$ cat src/rtl/ps2_morse_pkg.sv
// Shared types, scan-code constants and helper functions for the PS/2 Morse decoder.
package ps2_morse_pkg;

    typedef enum logic [1:0] {
        IDLE = 2'd0,
        MARK = 2'd1,
        GAP  = 2'd2,
        LGAP = 2'd3
    } seq_state_e;

    localparam logic [7:0] BREAK_CODE = 8'hF0;
    localparam logic [7:0] EXT_CODE   = 8'hE0;
    localparam logic [7:0] SPACE_CODE = 8'h29;

    // pat is left-aligned: first element in pat[4], 1 = dash; len 0 marks the word gap
    typedef struct packed {
        logic       valid;
        logic [2:0] len;
        logic [4:0] pat;
    } morse_entry_t;

    function automatic morse_entry_t morse_lookup(input logic [7:0] code);
        morse_entry_t e;
        case (code)
            8'h1C:      e = {1'b1, 3'd2, 5'b01000}; // A
            8'h32:      e = {1'b1, 3'd4, 5'b10000}; // B
            8'h21:      e = {1'b1, 3'd4, 5'b10100}; // C
            8'h23:      e = {1'b1, 3'd3, 5'b10000}; // D
            8'h24:      e = {1'b1, 3'd1, 5'b00000}; // E
            8'h2B:      e = {1'b1, 3'd4, 5'b00100}; // F
            8'h34:      e = {1'b1, 3'd3, 5'b11000}; // G
            8'h33:      e = {1'b1, 3'd4, 5'b00000}; // H
            8'h43:      e = {1'b1, 3'd2, 5'b00000}; // I
            8'h3B:      e = {1'b1, 3'd4, 5'b01110}; // J
            8'h42:      e = {1'b1, 3'd3, 5'b10100}; // K
            8'h4B:      e = {1'b1, 3'd4, 5'b01000}; // L
            8'h3A:      e = {1'b1, 3'd2, 5'b11000}; // M
            8'h31:      e = {1'b1, 3'd2, 5'b10000}; // N
            8'h44:      e = {1'b1, 3'd3, 5'b11100}; // O
            8'h4D:      e = {1'b1, 3'd4, 5'b01100}; // P
            8'h15:      e = {1'b1, 3'd4, 5'b11010}; // Q
            8'h2D:      e = {1'b1, 3'd3, 5'b01000}; // R
            8'h1B:      e = {1'b1, 3'd3, 5'b00000}; // S
            8'h2C:      e = {1'b1, 3'd1, 5'b10000}; // T
            8'h3C:      e = {1'b1, 3'd3, 5'b00100}; // U
            8'h2A:      e = {1'b1, 3'd4, 5'b00010}; // V
            8'h1D:      e = {1'b1, 3'd3, 5'b01100}; // W
            8'h22:      e = {1'b1, 3'd4, 5'b10010}; // X
            8'h35:      e = {1'b1, 3'd4, 5'b10110}; // Y
            8'h1A:      e = {1'b1, 3'd4, 5'b11000}; // Z
            8'h45:      e = {1'b1, 3'd5, 5'b11111}; // 0
            8'h16:      e = {1'b1, 3'd5, 5'b01111}; // 1
            8'h1E:      e = {1'b1, 3'd5, 5'b00111}; // 2
            8'h26:      e = {1'b1, 3'd5, 5'b00011}; // 3
            8'h25:      e = {1'b1, 3'd5, 5'b00001}; // 4
            8'h2E:      e = {1'b1, 3'd5, 5'b00000}; // 5
            8'h36:      e = {1'b1, 3'd5, 5'b10000}; // 6
            8'h3D:      e = {1'b1, 3'd5, 5'b11000}; // 7
            8'h3E:      e = {1'b1, 3'd5, 5'b11100}; // 8
            8'h46:      e = {1'b1, 3'd5, 5'b11110}; // 9
            SPACE_CODE: e = {1'b1, 3'd0, 5'b00000};
            default:    e = {1'b0, 3'd0, 5'b00000};
        endcase
        return e;
    endfunction

    // Data bits plus parity bit must hold an odd number of ones
    function automatic logic odd_parity_ok(input logic [8:0] bits);
        return ^bits;
    endfunction

endpackage

$ cat src/rtl/ps2_rx.sv
// PS/2 device-to-host frame receiver: synchronizes the lines, samples on falling
// clock edges, checks start/parity/stop and drops partial frames after a timeout.
module ps2_rx
    import ps2_morse_pkg::*;
#(
    parameter int TIMEOUT = 20_000
) (
    input  logic       clk,
    input  logic       rst,
    input  logic       ps2_clk,
    input  logic       ps2_data,
    output logic [7:0] code,
    output logic       code_valid,
    output logic       frame_err
);

    localparam int             TW        = $clog2(TIMEOUT + 1);
    localparam logic [TW-1:0]  IDLE_LAST = TW'(TIMEOUT - 1);

    logic [1:0]    clk_sync_r;
    logic [1:0]    data_sync_r;
    logic          clk_prev_r;
    logic [3:0]    bit_cnt_r;
    logic [9:0]    shift_r;
    logic [TW-1:0] idle_cnt_r;
    logic [7:0]    code_r;
    logic          code_valid_r;
    logic          frame_err_r;
    logic          fall_s;
    logic          frame_ok_s;

    assign fall_s = clk_prev_r & ~clk_sync_r[1];

    // Frame check at the stop bit: shift_r holds {parity, data[7:0], start}
    always_comb begin
        frame_ok_s = (shift_r[0] == 1'b0) && data_sync_r[1] && odd_parity_ok(shift_r[9:1]);
    end

    // Line synchronizers; idle-high reset avoids a false edge after reset
    always_ff @(posedge clk) begin
        if (rst) begin
            clk_sync_r  <= 2'b11;
            data_sync_r <= 2'b11;
            clk_prev_r  <= 1'b1;
        end else begin
            clk_sync_r  <= {clk_sync_r[0], ps2_clk};
            data_sync_r <= {data_sync_r[0], ps2_data};
            clk_prev_r  <= clk_sync_r[1];
        end
    end

    // Bit assembly, frame validation and idle timeout
    always_ff @(posedge clk) begin
        if (rst) begin
            bit_cnt_r    <= 4'd0;
            shift_r      <= 10'd0;
            idle_cnt_r   <= '0;
            code_r       <= 8'd0;
            code_valid_r <= 1'b0;
            frame_err_r  <= 1'b0;
        end else begin
            code_valid_r <= 1'b0;
            if (fall_s) begin
                idle_cnt_r <= '0;
                if (bit_cnt_r == 4'd10) begin
                    bit_cnt_r <= 4'd0;
                    if (frame_ok_s) begin
                        code_r       <= shift_r[8:1];
                        code_valid_r <= 1'b1;
                        frame_err_r  <= 1'b0;
                    end else begin
                        frame_err_r  <= 1'b1;
                    end
                end else begin
                    shift_r   <= {data_sync_r[1], shift_r[9:1]};
                    bit_cnt_r <= bit_cnt_r + 4'd1;
                end
            end else if (idle_cnt_r == IDLE_LAST) begin
                bit_cnt_r <= 4'd0;
            end else begin
                idle_cnt_r <= idle_cnt_r + {{(TW-1){1'b0}}, 1'b1};
            end
        end
    end

    assign code       = code_r;
    assign code_valid = code_valid_r;
    assign frame_err  = frame_err_r;

endmodule

$ cat src/rtl/ps2_morse_decoder_top.sv
// Tiny Tapeout top: PS/2 scan codes in, Morse code out as a keyed level and a gated tone.
module ps2_morse_decoder_top
    import ps2_morse_pkg::*;
#(
    parameter int UNIT_CYCLES = 1_000_000,
    parameter int TONE_HALF   = 5_000,
    parameter int PS2_TIMEOUT = 20_000
) (
    input  logic       clk,
    input  logic       rst,
    input  logic       ena,
    input  logic [7:0] ui_in,
    input  logic [7:0] uio_in,
    output logic [7:0] uo_out,
    output logic [7:0] uio_out,
    output logic [7:0] uio_oe
);

    localparam int            CW        = $clog2(UNIT_CYCLES + 1);
    localparam logic [CW-1:0] UNIT_LAST = CW'(UNIT_CYCLES - 1);
    localparam int            HW        = $clog2(TONE_HALF + 1);
    localparam logic [HW-1:0] TONE_LAST = HW'(TONE_HALF - 1);

    logic [7:0]    rx_code_s;
    logic          rx_valid_s;
    logic          frame_err_s;
    logic          unused_s;

    logic          break_r;
    logic          ext_r;
    logic          make_s;
    morse_entry_t  entry_s;

    seq_state_e    state_r, state_next;
    logic [4:0]    pat_r, pat_next;
    logic [2:0]    left_r, left_next;
    logic          space_r, space_next;
    logic [CW-1:0] cyc_r, cyc_next;
    logic [2:0]    unit_r, unit_next;
    logic [2:0]    target_s;

    logic [HW-1:0] tone_cnt_r;
    logic          tone_phase_r;
    logic          key_r;
    logic          tone_r;
    logic          busy_r;

    assign unused_s = &{1'b0, ena, uio_in, ui_in[7:2]};

    ps2_rx #(
        .TIMEOUT (PS2_TIMEOUT)
    ) u_rx (
        .clk        (clk),
        .rst        (rst),
        .ps2_clk    (ui_in[0]),
        .ps2_data   (ui_in[1]),
        .code       (rx_code_s),
        .code_valid (rx_valid_s),
        .frame_err  (frame_err_s)
    );

    // Make-code qualification: prefixes arm flags, the code after a prefix is swallowed
    always_comb begin
        make_s  = rx_valid_s && (rx_code_s != BREAK_CODE) && (rx_code_s != EXT_CODE)
                  && !break_r && !ext_r;
        entry_s = morse_lookup(rx_code_s);
    end

    // Break/extended prefix flags
    always_ff @(posedge clk) begin
        if (rst) begin
            break_r <= 1'b0;
            ext_r   <= 1'b0;
        end else if (rx_valid_s) begin
            if (rx_code_s == BREAK_CODE) begin
                break_r <= 1'b1;
            end else if (rx_code_s == EXT_CODE) begin
                ext_r <= 1'b1;
            end else begin
                break_r <= 1'b0;
                ext_r   <= 1'b0;
            end
        end
    end

    // Units spent in the current state
    always_comb begin
        case (state_r)
            MARK:    target_s = pat_r[4] ? 3'd3 : 3'd1;
            GAP:     target_s = 3'd1;
            LGAP:    target_s = space_r ? 3'd7 : 3'd3;
            default: target_s = 3'd1;
        endcase
    end

    // Sequencer next-state: element pattern shifts left after every mark
    always_comb begin
        state_next = state_r;
        pat_next   = pat_r;
        left_next  = left_r;
        space_next = space_r;
        cyc_next   = cyc_r;
        unit_next  = unit_r;
        case (state_r)
            IDLE: begin
                if (make_s && entry_s.valid) begin
                    cyc_next  = '0;
                    unit_next = 3'd0;
                    if (entry_s.len == 3'd0) begin
                        state_next = LGAP;
                        space_next = 1'b1;
                    end else begin
                        state_next = MARK;
                        space_next = 1'b0;
                        pat_next   = entry_s.pat;
                        left_next  = entry_s.len;
                    end
                end else begin
                    cyc_next  = '0;
                    unit_next = 3'd0;
                end
            end
            default: begin
                if (cyc_r == UNIT_LAST) begin
                    cyc_next = '0;
                    if (unit_r == target_s - 3'd1) begin
                        unit_next = 3'd0;
                        case (state_r)
                            MARK: begin
                                pat_next   = {pat_r[3:0], 1'b0};
                                left_next  = left_r - 3'd1;
                                state_next = (left_r == 3'd1) ? LGAP : GAP;
                            end
                            GAP:     state_next = MARK;
                            LGAP:    state_next = IDLE;
                            default: state_next = IDLE;
                        endcase
                    end else begin
                        unit_next = unit_r + 3'd1;
                    end
                end else begin
                    cyc_next = cyc_r + {{(CW-1){1'b0}}, 1'b1};
                end
            end
        endcase
    end

    // Sequencer state and output registers; outputs track the next state so they align with it
    always_ff @(posedge clk) begin
        if (rst) begin
            state_r <= IDLE;
            pat_r   <= 5'd0;
            left_r  <= 3'd0;
            space_r <= 1'b0;
            cyc_r   <= '0;
            unit_r  <= 3'd0;
            key_r   <= 1'b0;
            tone_r  <= 1'b0;
            busy_r  <= 1'b0;
        end else begin
            state_r <= state_next;
            pat_r   <= pat_next;
            left_r  <= left_next;
            space_r <= space_next;
            cyc_r   <= cyc_next;
            unit_r  <= unit_next;
            key_r   <= (state_next == MARK);
            tone_r  <= tone_phase_r & (state_next == MARK);
            busy_r  <= (state_next != IDLE);
        end
    end

    // Free-running tone square wave
    always_ff @(posedge clk) begin
        if (rst) begin
            tone_cnt_r   <= '0;
            tone_phase_r <= 1'b0;
        end else if (tone_cnt_r == TONE_LAST) begin
            tone_cnt_r   <= '0;
            tone_phase_r <= ~tone_phase_r;
        end else begin
            tone_cnt_r   <= tone_cnt_r + {{(HW-1){1'b0}}, 1'b1};
        end
    end

    assign uo_out  = {4'b0000, frame_err_s, busy_r, tone_r, key_r};
    assign uio_out = 8'h00;
    assign uio_oe  = 8'h00;

endmodule

$ cat config.mk
export PLATFORM = sky130hd
export DESIGN_NAME = ps2_morse_decoder_top
export DESIGN_NICKNAME = d
export VERILOG_FILES = /design/src/rtl/ps2_morse_pkg.sv /design/src/rtl/ps2_rx.sv /design/src/rtl/ps2_morse_decoder_top.sv
export SDC_FILE = /design/constraint.sdc
export NUM_CORES = 1
export LEC_CHECK = 0
export BUFFER_PORTS_ARGS = -buffer_cell sky130_fd_sc_hd__clkbuf_2
export CAP_MARGIN = 0
export CORE_MARGIN = 3
export CORE_UTILIZATION = 40
export CTS_CLUSTER_SIZE = 30
export DETAILED_ROUTE_END_ITERATION = 10
export GPL_TIMING_DRIVEN = 1
export PLACE_DENSITY = 0.56
export REMOVE_ABC_BUFFERS = 1
export SLEW_MARGIN = 20
export SYNTH_ARGS = -nofsm -noshare
export SYNTH_HDL_FRONTEND = slang
export SYNTH_SLANG_ARGS = --single-unit
$ cat constraint.sdc
create_clock -name clk -period 3.15 [get_ports clk]
set_clock_uncertainty 0.1 [all_clocks]
set_input_delay 0.4725 -clock clk [delete_from_list [all_inputs] [get_ports clk]]
set_output_delay 0.4725 -clock clk [all_outputs]
set_load 0.005 [all_outputs]
==> results.cfg <==
[status]
outcome = complete, no violations

[synth]
ys.flop_type = dfxtp_1
avgSynthCellArea_um2 = 8.23
netlist_area_um2 = 5690
synth_area_leaders = dfxtp_1 37%, nor2_1 6.5%, a21oi_1 4.6%, ha_1 4.2%, xor2_1 4.2%
yosys.cell_types.count = 71
synthCells = 692
synth_top_area_share = 0.373
yosysSeqAreaShare = 0.373
synthArstFlopShare = 0
synth-edff-count = 0
synth_largest_area_cell = dfxtp_1
ys_warn_count = 0
ys_ff_latch = 106

[critical_path]
crit_arrival_ns = 3.16
max_stage_delay_ns = 0.41
cp-start-kind = flip-flop
crit_required_ns = 3.29
slowest_stage = xnor3_2
worstPathCellList = xnor2_2 -> xnor2_2 -> xnor3_2 -> nor2_4 -> mux2i_2 -> nor2_2 -> buf_4 -> ha_1 -> inv_1 -> nand3_1 -> mux2i_1 -> a211oi_1 -> o311ai_1
cp_top_family = XOR/XNOR gates
path_class = flip-flop to flip-flop
crit_path_frequent_cell = xnor2_2
path_buf_inv = 2
end_kind = flip-flop
cp_max_fo = 5

[sta]
fin_crit_ns = 3.02
fin_tns_setup_ns = 0
drv_slew = 0
setup_viol = 0
period_share = 0.958
fmax_mhz = 331
fin_ws_ns = 0.131
hold_viol = 0
relSlewSlack = 0.577
tightest_slew_ns = 0.632

[placement]
place_ws_ns = -0.0291
dp_hpwl_um = 9080
portBuffers = 7
finalWeightedCongestion = 0.884

[cts]
cts_hold_buf = 0
root_buffer = clkbuf_16
insertion_delay_ns = 0.35
clockBufferDepth = 2
clk_pin_slew_ns = 0.07
cts_buffers = 9
htree_levels = 3
cts_tree = built
clock-sinks = 106

[floorplan]
start_util = 0.420
die_y_um = 125
core_um2 = 13600
rows = 42
io-pin-count = 43
die_area_um2 = 15700
die_x_um = 125

[pwr]
ir_drop_v = 0.000430
comb_power_share = 0.027
power_density_nw_per_um2 = 396
p_clk_frac = 0.431
p_int_uw = 1920
p_sw_uw = 586
total_leakage_power_uw = 0.00242
switching_share = 0.234
seq_power_share = 0.541

[final_layout]
n_antenna_cell = 0
layout-drive-gt1-share = 0.132
fill_cells = 1353
syn_to_final_growth_pct = 11.3
nNetsFinal = 755

[grt]
grt_pass1_vias = 4340
grt_max_degree = 41
track_usage = 0.161
grt_overflow = 0
antenna_found_initial = 0
grt_pass1_wl_um = 21000

[drt]
routed_wirelength_um = 12700
vias = 4792
vias_per_cell = 5.34
ant_nets = 0
dr.pass1.iters = 5
drt_iter0_markers = 449
post_drt_wl_per_cell_um = 14.1
drc = 0

[min_path]
worstHoldPathType = input pin to flip-flop

[flow_run]
maxCapViolCount = 0
## synth_stat cells (4+ instances only)
cell type	instances
nor2b_1	11
dfxtp_1	106
nand4_1	12
buf_4	25
and3_1	20
nor2_1	98
xor2_1	27
mux2i_1	11
a21o_1	4
a211oi_1	5
o31ai_1	5
or3_1	5
or2_2	5
o211ai_1	5
a31oi_1	5
nand2_1	59
ha_1	19
and4_1	4
xnor2_1	19
and2_1	8
nand3_1	34
inv_1	17
o21ai_0	20
nor4b_1	5
a21oi_1	52
clkbuf_1	17
nand3b_1	4
nor3_1	22
buf_2	9
## through the flow
step                power [uW]  instances  cell area [um^2]  hold WS [ns]   util
global placement          1460        878              6000         0.313  0.442
global route              2610        898              6340         0.195  0.468
finish                    2510        898              6340         0.206  0.468
floorplan                 1430        657              5450         0.289      -
CTS                       2550        894              6290         0.185  0.464
detailed placement        1460        878              6000         0.302  0.442
## registers in the layout, summed over array words and instances, names as in the netlist, 2 cells and up, named ones only
name,cells
cyc_r,20
u_rx.idle_cnt_r,15
tone_cnt_r,13
u_rx.shift_r,10
u_rx.code,8
pat_r,5
u_rx.bit_cnt_r,4
left_r,3
unit_r,3
state_r,2
u_rx.clk_sync_r,2
u_rx.data_sync_r,2
## worst register-to-register path, delay by kind of cell, from the launching register on
kind,cells,cell delay [ns]
compound gates,2,0.35
xor+xnor,3,0.79
fa+ha+maj,1,0.21
buf+inv,2,0.30
flops,1,0.34
mux,2,0.43
simple gates,3,0.38
## placed cells by master (no fill, tap or decap), drive strengths merged, types with 5 or more instances in the layout
cell,n
ha,19
nor2b,11
a21oi,52
mux2i,11
and3,21
clkbuf,16
o31ai,5
buf,42
nor3,22
nor2,100
or2,5
conb,20
inv,22
a211oi,5
and2,8
dfxtp,106
or3,5
o21ai,23
o211ai,5
xor2,27
nor4b,5
nand3,34
nand4,12
nand2,60
a31oi,5
xnor2,21
## power by group through the flow
stage	Clock, uW	Sequential (uW)	Combinational [uW]
after floorplan	0	1390	39.5
after global placement	0	1390	68.3
after detailed placement	0	1390	68.5
after CTS	1120	1360	68.8
after global routing	1170	1360	78.2
final	1080	1360	68.8
## cells by family after synthesis
family / share of synthesized area
AO/OA/AOI/OAI: 0.139
XOR/XNOR: 0.0851
adder cells (fa/ha/maj): 0.0418
buffers and inverters: 0.0684
flip-flops: 0.373
multiplexers: 0.0240
other: 0.000659
AND/OR/NAND/NOR: 0.268
## metal layers
layer  up-vias  global-route usage  share of wire
met4         0              0.0415         0.0081
li1       2415                   -              -
met2       143               0.249           0.45
met5         -                   0              0
met1      2224               0.227           0.49
met3        10              0.0375          0.051
## area by class of cell
type | instances | area (um^2) | share of cell area
Multi-Input combinational cell | 532 | 3280 | 0.518
Sequential cell | 106 | 2120 | 0.335
Timing Repair Buffer | 49 | 350 | 0.0553
Clock buffer | 9 | 225 | 0.0355
Tap cell | 176 | 220 | 0.0347
Inverter | 19 | 73.8 | 0.0116
Clock inverter | 7 | 62.6 | 0.00987
## final timing paths
| kind | startpoint | to | slack, ns | cells past startpoint |
|---|---|---|---|---|
| worst max-delay path | u_rx.shift_r[6]$_SDFFE_PP0P_ | flip-flop | 0.13 | 13 |
| worst min-delay path | ui_in[1] | u_rx.data_sync_r[0]$_SDFF_PP1_ | 0.21 | 2 |
| worst max register to register | u_rx.shift_r[6]$_SDFFE_PP0P_ | flip-flop | 0.13 | 13 |
| worst min register to register | u_rx.data_sync_r[0]$_SDFF_PP1_ | u_rx.data_sync_r[1]$_SDFF_PP1_ | 0.31 | 1 |
## repair_timing
| item | in CTS | in global routing |
|---|---|---|
| setup buffers | 0 | 4 |
| endpoints found under the setup margin | 1 | 7 |
| resized for setup | 1 | 4 |
Power figures use the tool's default switching activity.
